<file path="src/rtl/spi_slave_regbank.sv">
// SPI slave register bank: command word (R/W + start address) followed by an
// unlimited auto-incrementing data burst. Supports all CPOL/CPHA modes and either bit order.
//
// phase  | meaning
// CMD    | shifting in the command word, MISO carries DEVICE_ID
// RD     | MISO shifts regs[addr], MOSI ignored, addr advances per word
// WR     | MOSI words land in regs[addr] unless read-only, MISO echoes last word
module spi_slave_regbank #(
    parameter int                     NBITS     = 8,
    parameter int                     DEPTH     = 8,
    parameter int                     ADDR_W    = $clog2(DEPTH),
    parameter logic [DEPTH*NBITS-1:0] RESET_VAL = '0,
    parameter logic [DEPTH-1:0]       RO_MASK   = '0,
    parameter logic [NBITS-1:0]       DEVICE_ID = NBITS'(8'hA5)
) (
    input  logic                   sclk,
    input  logic                   reset,
    input  logic                   cs_n,
    input  logic                   mosi,
    output logic                   miso,
    output logic                   miso_oe,
    input  logic                   cpol,
    input  logic                   cpha,
    input  logic                   lsb_first,
    output logic [DEPTH*NBITS-1:0] regs_q,
    output logic                   wr_strobe,
    output logic [ADDR_W-1:0]      wr_addr
);

    localparam int CNT_W = (NBITS > 1) ? $clog2(NBITS) : 1;

    typedef enum logic [1:0] {PH_CMD, PH_RD, PH_WR} phase_t;

    phase_t             phase, phase_nxt;
    logic               clk_s, clk_l, frame_rst_b;
    logic [CNT_W-1:0]   bit_cnt, tx_idx;
    logic [NBITS-1:0]   rx_shift, rx_word, last_rx, tx_word;
    logic [ADDR_W-1:0]  addr;
    logic [NBITS-1:0]   regs [DEPTH];
    logic               word_done, wr_en, launched, miso_q, first_bit;

    // Mode selects which physical sclk edge acts as the sample edge; launch is the other one.
    assign clk_s       = sclk ^ cpol ^ cpha;
    assign clk_l       = ~clk_s;
    assign frame_rst_b = reset & ~cs_n;
    assign miso_oe     = frame_rst_b;

    assign word_done = (bit_cnt == CNT_W'(NBITS-1));
    assign rx_word   = lsb_first ? {mosi, rx_shift[NBITS-1:1]} : {rx_shift[NBITS-2:0], mosi};

    always_ff @(posedge clk_s or negedge frame_rst_b) begin
        if (!frame_rst_b) begin
            phase <= PH_CMD;
        end else begin
            phase <= phase_nxt;
        end
    end

    always_comb begin
        phase_nxt = phase;
        if (word_done && phase == PH_CMD) begin
            phase_nxt = rx_word[NBITS-1] ? PH_RD : PH_WR;
        end
    end

    always_comb begin
        wr_en   = 1'b0;
        tx_word = DEVICE_ID;
        case (phase)
            PH_RD: tx_word = regs[addr];
            PH_WR: begin
                tx_word = last_rx;
                wr_en   = word_done & ~RO_MASK[addr];
            end
            default: ;
        endcase
    end

    always_ff @(posedge clk_s or negedge frame_rst_b) begin
        if (!frame_rst_b) begin
            bit_cnt   <= '0;
            rx_shift  <= '0;
            addr      <= '0;
            last_rx   <= '0;
            wr_strobe <= 1'b0;
        end else begin
            rx_shift  <= rx_word;
            wr_strobe <= wr_en;
            if (word_done) begin
                bit_cnt <= '0;
                if (phase == PH_CMD) begin
                    addr <= rx_word[ADDR_W-1:0];
                end else begin
                    addr <= addr + 1'b1;
                end
                if (phase == PH_WR) begin
                    last_rx <= rx_word;
                end
            end else begin
                bit_cnt <= bit_cnt + 1'b1;
            end
        end
    end

    always_ff @(posedge clk_s or negedge reset) begin
        if (!reset) begin
            for (int k = 0; k < DEPTH; k++) begin
                regs[k] <= RESET_VAL[k*NBITS +: NBITS];
            end
            wr_addr <= '0;
        end else if (wr_en) begin
            regs[addr] <= rx_word;
            wr_addr    <= addr;
        end
    end

    for (genvar k = 0; k < DEPTH; k++) begin : g_flat
        assign regs_q[k*NBITS +: NBITS] = regs[k];
    end

    // Launch edges put out the bit for the next sample; sample k has not happened yet.
    assign tx_idx    = lsb_first ? bit_cnt : CNT_W'(NBITS-1) - bit_cnt;
    assign first_bit = lsb_first ? DEVICE_ID[0] : DEVICE_ID[NBITS-1];

    always_ff @(posedge clk_l or negedge frame_rst_b) begin
        if (!frame_rst_b) begin
            launched <= 1'b0;
        end else begin
            launched <= 1'b1;
        end
    end

    always_ff @(posedge clk_l or negedge reset) begin
        if (!reset) begin
            miso_q <= 1'b0;
        end else if (!cs_n) begin
            miso_q <= tx_word[tx_idx];
        end
    end

    // In cpha=0 the first bit must be valid before any launch edge has occurred.
    assign miso = (~launched & ~cpha & frame_rst_b) ? first_bit : miso_q;

endmodule
</file>
<file path="config.mk">
export PLATFORM = sky130hd
export DESIGN_NAME = spi_slave_regbank
export DESIGN_NICKNAME = d
export VERILOG_FILES = /design/src/rtl/spi_slave_regbank.sv
export SDC_FILE = /design/constraint.sdc
export NUM_CORES = 1
export LEC_CHECK = 0
export BUFFER_PORTS_ARGS = -buffer_cell sky130_fd_sc_hd__buf_2
export CORE_MARGIN = 1.5
export CORE_UTILIZATION = 62
export CTS_BUF_LIST = sky130_fd_sc_hd__clkbuf_4 sky130_fd_sc_hd__clkbuf_8
export DETAILED_ROUTE_END_ITERATION = 10
export PLACE_DENSITY = 0.87
export SETUP_SLACK_MARGIN = 0.05
export SLEW_MARGIN = 20
export SYNTH_ARGS = -nofsm -noshare
export SYNTH_HDL_FRONTEND = slang
export SYNTH_SLANG_ARGS = --single-unit
</file>
<file path="constraint.sdc">
create_clock -name vclk -period 3.6
set_clock_uncertainty 0.05 [all_clocks]
set_input_delay 0.18 -clock vclk [all_inputs]
set_output_delay 0.18 -clock vclk [all_outputs]
set_load 0.005 [all_outputs]
</file>
Yosys cells after proc, flatten, opt, wreduce, memory -nomap -nowiden --
Memories as Yosys holds them, arrays and structs flattened. Index checks and enable logic that the tools add are counted.
Storage, ports and cells: flip-flop bits (word level) 94, bits in read-only memories 8, word-level logic and storage cells 60, memories kept 1
Memory list:
- (name not given) | depth 8, width 1, read ports 1, clocked after Yosys merged registers in 0, write ports 0, RTL line 73 | wr_en = word_done & ~RO_MASK[addr];
Cells by class: $add $sub $neg 3, magnitude comparators 4, equality and inequality tests 3, muxes and demuxes 17, bitwise logic cells 11, reduce and logical (&&, ||, !) cells 4
Operators with widths (number):
- $bwmux W64 | 1
- $mux W8 | 4
- $bmux W8 S3 | 1
- $demux W8 S3 | 1
- $pmux W8 S2 | 1
- $mux W3 | 3
- $lt A3 B4 Y1 const B | 2
- $add A3 B1 Y3 const B | 2
- $and A1 B1 Y1 | 4
- $ge A4 B4 Y1 const B | 1
- $lt A4 B1 Y1 const B | 1
- $mux W1 | 4
- $not A1 Y1 | 4
- $not A3 Y4 | 1
- $bmux W1 S3 | 1
- $eq A3 B3 Y1 const B | 1
- $sub A3 B3 Y3 const A | 1
- $eq A2 B1 Y1 const B | 1
- $eq A2 B2 Y1 const B | 1
- $logic_and A1 B1 Y1 | 2
- $logic_not A2 Y1 | 1
- $mux W2 | 1
- $reduce_and A2 Y1 | 1
- $xor A1 B1 Y1 | 2

Logic depth before layout (Yosys ltp) --
Gate-level depths: netlist of the first run.
depth in word-level cells 7, mapped depth 10

==> results.py, run 1 <==
metrics = {
    "sta": {
        "rsz0062_at_grt": "false",
        "worst_pin_slew_ns": 1.13,
        "unclocked_regs": 94,
        "holdWs_ns": 0.744,
        "fin_ws_ns": 2.33,
        "fmax_ghz": 0.790,
        "slew_headroom_pct": 22.8,
        "untimed_endpoints": 161,
        "finalSetupViolations": 0,
        "finalHoldViolations": 0,
        "slew_viol_final": 0,
        "final_min_period_over_clock_period_pct": 35.2,
        "setup_tns_ns": 0,
        "period_minus_slack_ns": 1.27,
    },
    "floorplan": {
        "die_h_um": 86.0,
        "ios": 77,
        "chipWidth_um": 86.0,
        "core_um2": 6720,
        "start_util_pct": 63.5,
        "dieArea_um2": 7390,
        "fp-row-count": 30,
    },
    "grt": {
        "grt_max_degree": 95,
        "grt_pass1_vias": 3209,
        "grt_overflow": 0,
        "grt_use_total_pct": 28.3,
        "antenna_found_initial": 0,
        "grt_pass1_wl_um": 16400,
    },
    "pwr": {
        "seqPwrFrac_pct": 49.1,
        "swShare_pct": 41.9,
        "p_sw_uw": 213,
        "p_per_area_nw_per_um2": 108,
        "intPower_uw": 295,
        "pwr-share-clk_pct": 0,
        "p_leak_uw": 0.00211,
        "ir_drop_mv": 0.0670,
        "combPwrFrac_pct": 50.9,
        "power_uw": 508,
    },
    "critical_path": {
        "path_class": "primary input to output port",
        "arrival_ns": 1.04,
        "crit_required_ns": 3.37,
        "critPathMaxFanout": 27,
        "crit_path_start_kind": "primary input",
        "end_kind": "output port",
    },
    "layout": {
        "drive_above_1_share_pct": 22.1,
        "syn2layout_area_growth_pct": 10.0,
        "final_net_count": 482,
        "final_common_cell": "dfrtp_1",
        "diodes": 0,
        "layout_common_cells": "dfrtp_1, buf_2, nor2_1",
    },
    "synth": {
        "yosys-top-cells-area": "dfrtp_1, a21oi_1, nor2_1",
        "synth_top_area_share_pct": 53.9,
        "avgSynthCellArea_um2": 10.4,
        "yosys_register_bits": 94,
        "async_reset_ff_share_pct": 100,
        "synth_top_area_cell": "dfrtp_1",
        "synthesis.instances": 410,
        "ys_warn_count": 0,
        "synthFlopType": "dfrtp_1",
        "syn_nets": 423,
        "synth_edf_count": 0,
        "seq_area_frac_synth_pct": 55.1,
        "synth.distinct_cells": 42,
        "netlist_area_um2": 4270,
    },
    "placed_design": {
        "hpwlAfterDp_um": 7270,
        "place_congestion": 0.971,
        "port_buffers": 77,
        "post-place-ws_ns": 2.31,
    },
    "clocking": {
        "postCtsSetupBuffers": 0,
        "cts_hold_buf": 0,
        "cts_resized": 0,
    },
    "detailed_routing": {
        "vias": 3365,
        "wl_um": 10300,
        "drtAntennaViolNets": 0,
        "drc": 0,
        "vias_per_cell": 6.15,
        "wl_per_cell_um": 18.8,
        "dr.pass1.iters": 5,
        "first_iter_violations": 207,
    },
    "flow_run": {
        "max-cap-violations": 0,
    },
    "min_path": {
        "hp-class": "primary input to output port",
    },
    "outcome": {
        "status": "complete, no violations",
    },
}
## through the flow
stage | area, µm² | util, % | std cells
2_1_floorplan | 4270 | - | 410
3_3_place_gp | 4680 | 69.6 | 547
3_5_place_dp | 4680 | 69.6 | 547
4_1_cts | 4680 | 69.6 | 547
5_1_grt | 4700 | 69.9 | 547
6_report | 4700 | 69.9 | 547
## final timing paths
kind  startpoint      end  slack [ns]  cells past startpoint
max        reset  miso_oe        2.33                      4
min         cpha     miso        0.74                      4
## per-layer routing
layer | global-route usage, % | wire [µm]
met5 | 0 | 0
met4 | 7.62 | 303
met3 | 1.54 | 633
met2 | 46.5 | 5050
met1 | 41.9 | 4300
## power groups by stage
stage          Sequential (µW)  Combinational (µW)  Clock (µW)
2_1_floorplan              254                 131           0
3_3_place_gp               242                 245           0
3_5_place_dp               247                 255           0
4_1_cts                    248                 255           0
5_1_grt                    256                 287           0
6_report                   250                 258           0
## cells in the mapped netlist, types with 4 or more instances
master	number
dfrtp_1	92
nor2_1	70
a21oi_1	63
nand2_1	34
mux2i_1	23
o21ai_0	20
inv_1	14
clkbuf_1	11
buf_2	9
mux2_2	8
ha_1	6
mux4_1	5
nand3_1	5
mux4_2	4
nor2b_1	4
## worst max-delay path, stage by stage
cell	delay (ns)
buf_2	0.16
nor2b_2	0.17
buf_4	0.33
buf_2	0.18
## flip-flops by register name, indices dropped and copies added (netlist names)
register and flops:
addr 3, bit_cnt 3, last_rx 8, launched 1, miso_q 1, phase 2, regs_q 64, rx_shift 8
wr_addr 3, wr_strobe 1
## area by class of cell
type	instances	area [µm²]
Sequential cell	94	2350
Fill cell	491	2020
Multi-Input combinational cell	278	1780
Timing Repair Buffer	81	415
Tap cell	80	100
Inverter	14	52.6
## logic make-up after synthesis
kind of cell    after synthesis  share of synthesized area, %
fa+ha+maj                     6                          1.76
mux                          40                          12.7
flops                        94                          55.1
other cells                   1                        0.0878
simple gates                124                          12.1
xor+xnor                      6                          1.23
compound gates              101                          13.1
buf+inv                      38                          3.99
(Power assumes the default switching activity.)
==> inputs of run 2 (changes only) <==
--- a/config.mk
+++ b/config.mk
@@ -7,10 +7,10 @@
 export LEC_CHECK = 0
 export BUFFER_PORTS_ARGS = -buffer_cell sky130_fd_sc_hd__buf_2
 export CORE_MARGIN = 1.5
-export CORE_UTILIZATION = 62
+export CORE_UTILIZATION = 52
 export CTS_BUF_LIST = sky130_fd_sc_hd__clkbuf_4 sky130_fd_sc_hd__clkbuf_8
 export DETAILED_ROUTE_END_ITERATION = 10
-export PLACE_DENSITY = 0.87
+export PLACE_DENSITY = 0.78
 export SETUP_SLACK_MARGIN = 0.05
 export SLEW_MARGIN = 20
 export SYNTH_ARGS = -nofsm -noshare
==> constraint.sdc (replaced) <==
create_clock -name vclk -period 1.1
set_clock_uncertainty 0.05 [all_clocks]
set_input_delay 0.055 -clock vclk [all_inputs]
set_output_delay 0.055 -clock vclk [all_outputs]
set_load 0.005 [all_outputs]
==> run 2 against run 1 <==
  * Final area up 0.67%
  * Critical path depth is the same
  * Die area is 19% higher
  * Cell count grew 4.0%
  * Sequential share of layout area shrank 0.33 points
  * Wire length shrank 1.0%
  * Critical path type unchanged
  * Largest power group unchanged
==> results.py, run 2 (synthesized netlist as in run 1, its figures left out) <==
metrics = {
    "layout": {
        "final_common_cell": "dfrtp_1",
        "layout_common_cells": "dfrtp_1, buf_2, nor2_1",
        "final_net_count": 482,
        "diodes": 0,
        "syn2layout_area_growth_pct": 10.8,
        "drive_above_1_share_pct": 22.1,
        "largest_reg_flops": 64,
    },
    "outcome": {
        "status": "complete, no violations",
    },
    "min_path": {
        "hp-class": "primary input to output port",
    },
    "critical_path": {
        "arrival_ns": 0.56,
        "path_class": "primary input to output port",
        "crit_path_start_kind": "primary input",
        "end_kind": "output port",
        "crit_required_ns": 1.00,
        "critPathMaxFanout": 3,
    },
    "sta": {
        "finalHoldViolations": 0,
        "final_min_period_over_clock_period_pct": 60.5,
        "unclocked_regs": 94,
        "fmax_ghz": 1.50,
        "finalSetupViolations": 0,
        "rsz0062_at_grt": "false",
        "setup_tns_ns": 0,
        "untimed_endpoints": 161,
        "period_minus_slack_ns": 0.666,
        "slew_viol_final": 0,
        "slew_headroom_pct": 21.3,
        "holdWs_ns": 0.370,
        "worst_pin_slew_ns": 1.15,
    },
    "grt": {
        "grt_max_degree": 95,
        "grtUsageMet3_pct": 2.93,
        "grt_pass1_vias": 3180,
        "grtUsageMet2_pct": 39.2,
        "grt_use_total_pct": 23.8,
        "busiest_layer": "met2",
        "use_met1_pct": 33.9,
        "grt_pass1_wl_um": 16300,
        "grt_overflow": 0,
        "antenna_found_initial": 0,
    },
    "floorplan": {
        "start_util_pct": 54.4,
        "die_h_um": 93.6,
        "dieArea_um2": 8760,
        "chipWidth_um": 93.6,
        "core_um2": 7850,
        "ios": 77,
        "fp-row-count": 32,
    },
    "placed_design": {
        "hpwlAfterDp_um": 7320,
        "port_buffers": 77,
        "place_congestion": 0.944,
    },
    "detailed_routing": {
        "drtAntennaViolNets": 0,
        "first_iter_violations": 169,
        "vias": 3253,
        "wl_um": 10200,
        "vias_per_cell": 5.72,
        "wl_per_cell_um": 17.9,
        "drc": 0,
        "dr.pass1.iters": 4,
    },
    "clocking": {
        "cts_hold_buf": 0,
        "cts_resized": 0,
        "postCtsSetupBuffers": 0,
    },
    "pwr": {
        "p_leak_uw": 0.00211,
        "ir_drop_mv": 0.181,
        "p_per_area_nw_per_um2": 350,
    },
    "flow_run": {
        "max-cap-violations": 0,
    },
}
## run 2: cell counts in the layout (fill, tap and decap cells not counted)
Identical to the previous run, type by type.
## run 2: critical path, cell delays in order
cell	delay [ns]
buf_2	0.11
nor2b_4	0.13
a21o_1	0.14
buf_2	0.12
## run 2: cell type report
type / instances / area (µm²)
tap: 102 / 128
sequential: 94 / 2350
multi-input combinational: 278 / 1780
inverter: 14 / 52.6
timing repair buffer: 81 / 415
fill: 696 / 3120
## run 2: path summary, 6_finish.rpt
check | slack, ns | endpoint | from | depth (start not counted)
hold / removal | 0.37 | miso_oe | cs_n | 3
setup / recovery | 0.43 | miso | reset | 4
## run 2: metal layers
metal | routed length, µm | vias up | part of all wire [%]
met2 | 4940 | 105 | 49
met1 | 4440 | 1601 | 44
met4 | 255 | 0 | 2.5
li1 | - | 1523 | -
met5 | 0 | - | 0
met3 | 539 | 24 | 5.3
## run 2: report_power, final
part           internal (µW)  switching (µW)  total [µW]
Clock                      0               0           0
Sequential               676             137         814
Combinational            290             552         842
Total                    967             689        1660
## run 2: through the flow
step	instances	setup WS, ns	util (%)	cell area [µm²]	total power (µW)
floorplan	410	0.220	-	4280	1260
global placement	569	0.430	60.0	4710	1610
detailed placement	569	0.428	60.1	4710	1650
CTS	569	0.426	60.1	4710	1660
global route	569	0.410	60.3	4730	1780
finish	569	0.434	60.3	4730	1660
==> inputs of run 3 (changes only) <==
--- a/config.mk
+++ b/config.mk
@@ -7,10 +7,10 @@
 export LEC_CHECK = 0
 export BUFFER_PORTS_ARGS = -buffer_cell sky130_fd_sc_hd__buf_2
 export CORE_MARGIN = 1.5
-export CORE_UTILIZATION = 52
+export CORE_UTILIZATION = 58
 export CTS_BUF_LIST = sky130_fd_sc_hd__clkbuf_4 sky130_fd_sc_hd__clkbuf_8
 export DETAILED_ROUTE_END_ITERATION = 10
-export PLACE_DENSITY = 0.78
+export PLACE_DENSITY = 0.83
 export SETUP_SLACK_MARGIN = 0.05
 export SLEW_MARGIN = 20
 export SYNTH_ARGS = -nofsm -noshare
==> constraint.sdc (replaced) <==
create_clock -name vclk -period 0.8
set_clock_uncertainty 0.05 [all_clocks]
set_input_delay 0.04 -clock vclk [all_inputs]
set_output_delay 0.04 -clock vclk [all_outputs]
set_load 0.005 [all_outputs]
==> run 3 against run 2 <==
  * Critical path depth stayed put
  * Final area down 0.13%
  * Via count rose by 0.15%
  * Die area down 10%
  * Utilization grew 5.6 points
  * Wire length decreased by 0.31%
  * Sequential power rose by 38%
  * Largest cell class unchanged
==> results.py, run 3 (synthesized netlist as in run 1, its figures left out) <==
metrics = {
    "outcome": {
        "status": "complete, no violations",
    },
    "floorplan": {
        "dieArea_um2": 7880,
        "ios": 77,
        "core_um2": 7180,
        "start_util_pct": 59.5,
        "chipWidth_um": 88.8,
        "fp-row-count": 31,
        "die_h_um": 88.8,
    },
    "flow_run": {
        "max-cap-violations": 0,
    },
    "layout": {
        "final_net_count": 482,
        "diodes": 0,
        "layout_common_cells": "dfrtp_1, buf_2, nor2_1",
        "syn2layout_area_growth_pct": 10.6,
        "utilization_pct": 65.8,
        "drive_above_1_share_pct": 21.8,
        "largest_reg_flops": 64,
        "final_common_cell": "dfrtp_1",
    },
    "critical_path": {
        "crit_path_start_kind": "primary input",
        "critPathMaxFanout": 4,
        "arrival_ns": 0.54,
        "end_kind": "output port",
        "crit_required_ns": 0.71,
        "path_class": "primary input to output port",
    },
    "detailed_routing": {
        "vias_per_cell": 5.76,
        "wl_um": 10100,
        "first_iter_violations": 231,
        "drtAntennaViolNets": 0,
        "dr.pass1.iters": 4,
        "wl_per_cell_um": 17.9,
        "vias": 3258,
        "drc": 0,
    },
    "sta": {
        "final_min_period_over_clock_period_pct": 79.2,
        "worst_pin_slew_ns": 1.13,
        "finalHoldViolations": 0,
        "fmax_ghz": 1.58,
        "rsz0062_at_grt": "false",
        "unclocked_regs": 94,
        "setup_tns_ns": 0,
        "period_minus_slack_ns": 0.634,
        "finalSetupViolations": 0,
        "untimed_endpoints": 161,
        "slew_viol_final": 0,
        "fin_ws_ns": 0.166,
        "slew_headroom_pct": 22.6,
    },
    "clocking": {
        "cts_resized": 0,
        "cts_hold_buf": 0,
        "postCtsSetupBuffers": 0,
    },
    "placed_design": {
        "post-place-ws_ns": 0.154,
        "port_buffers": 77,
        "place_congestion": 0.951,
        "hpwlAfterDp_um": 7270,
    },
    "min_path": {
        "hold-path-endpoint": "miso_oe",
        "hp-start": "cs_n",
        "hp-class": "primary input to output port",
        "hold_depth": 3,
    },
    "pwr": {
        "p_leak_uw": 0.00211,
        "ir_drop_mv": 0.281,
        "p_per_area_nw_per_um2": 482,
        "power_uw": 2280,
    },
    "grt": {
        "grt_pass1_vias": 3122,
        "grt_overflow": 0,
        "grt_use_total_pct": 26.7,
        "grt_max_degree": 95,
        "grt_pass1_wl_um": 16100,
        "antenna_found_initial": 0,
    },
}
run 3: cell count changes in the layout (fill, tap and decap cells not counted):
cell    previous run  this run
nor2_1            67        68
nor2_2             3         2
run 3: cell type report:
cell class,count,area (µm²)
well taps,99,124
fillers,572,2450
multi-input cells,278,1780
repair buffers,81,415
flip-flops and latches,94,2350
inverters,14,52.6
run 3: power breakdown:
group / switching [µW] / leakage (µW) / total, µW / internal [µW]
logic: 759 / 0.00104 / 1160 / 399
clock network: 0 / 0 / 0 / 0
registers: 188 / 0.00107 / 1120 / 930
run 3: worst max-delay path by stage:
stage | startpoint | slack (ns) | to
final | cs_n | 0.17 | miso
after detailed placement | cs_n | 0.15 | miso
after floorplan | reset | -0.05 | miso
after CTS | cs_n | 0.15 | miso
after global placement | cs_n | 0.17 | miso
after global routing | cs_n | 0.13 | miso
run 3: metal layers:
metal / vias to the layer above / GRT usage [%] / part of all wire [%]
met3: 17 / 2.89 / 7.0
met4: 0 / 7.10 / 2.3
li1: 1527 / - / -
met5: - / 0 / 0
met2: 118 / 43.5 / 49
met1: 1596 / 38.6 / 41
run 3: through the flow:
stage,instance area [µm²],hold WS [ns],std cells
2_1_floorplan,4280,0.131,410
3_3_place_gp,4710,0.353,566
3_5_place_dp,4710,0.359,566
4_1_cts,4710,0.359,566
5_1_grt,4720,0.371,566
6_report,4720,0.356,566
run 3: worst max-delay path: stages:
cell and delay, ns:
buf_2 0.14, nor2b_4 0.14, a21o_1 0.12, buf_2 0.10
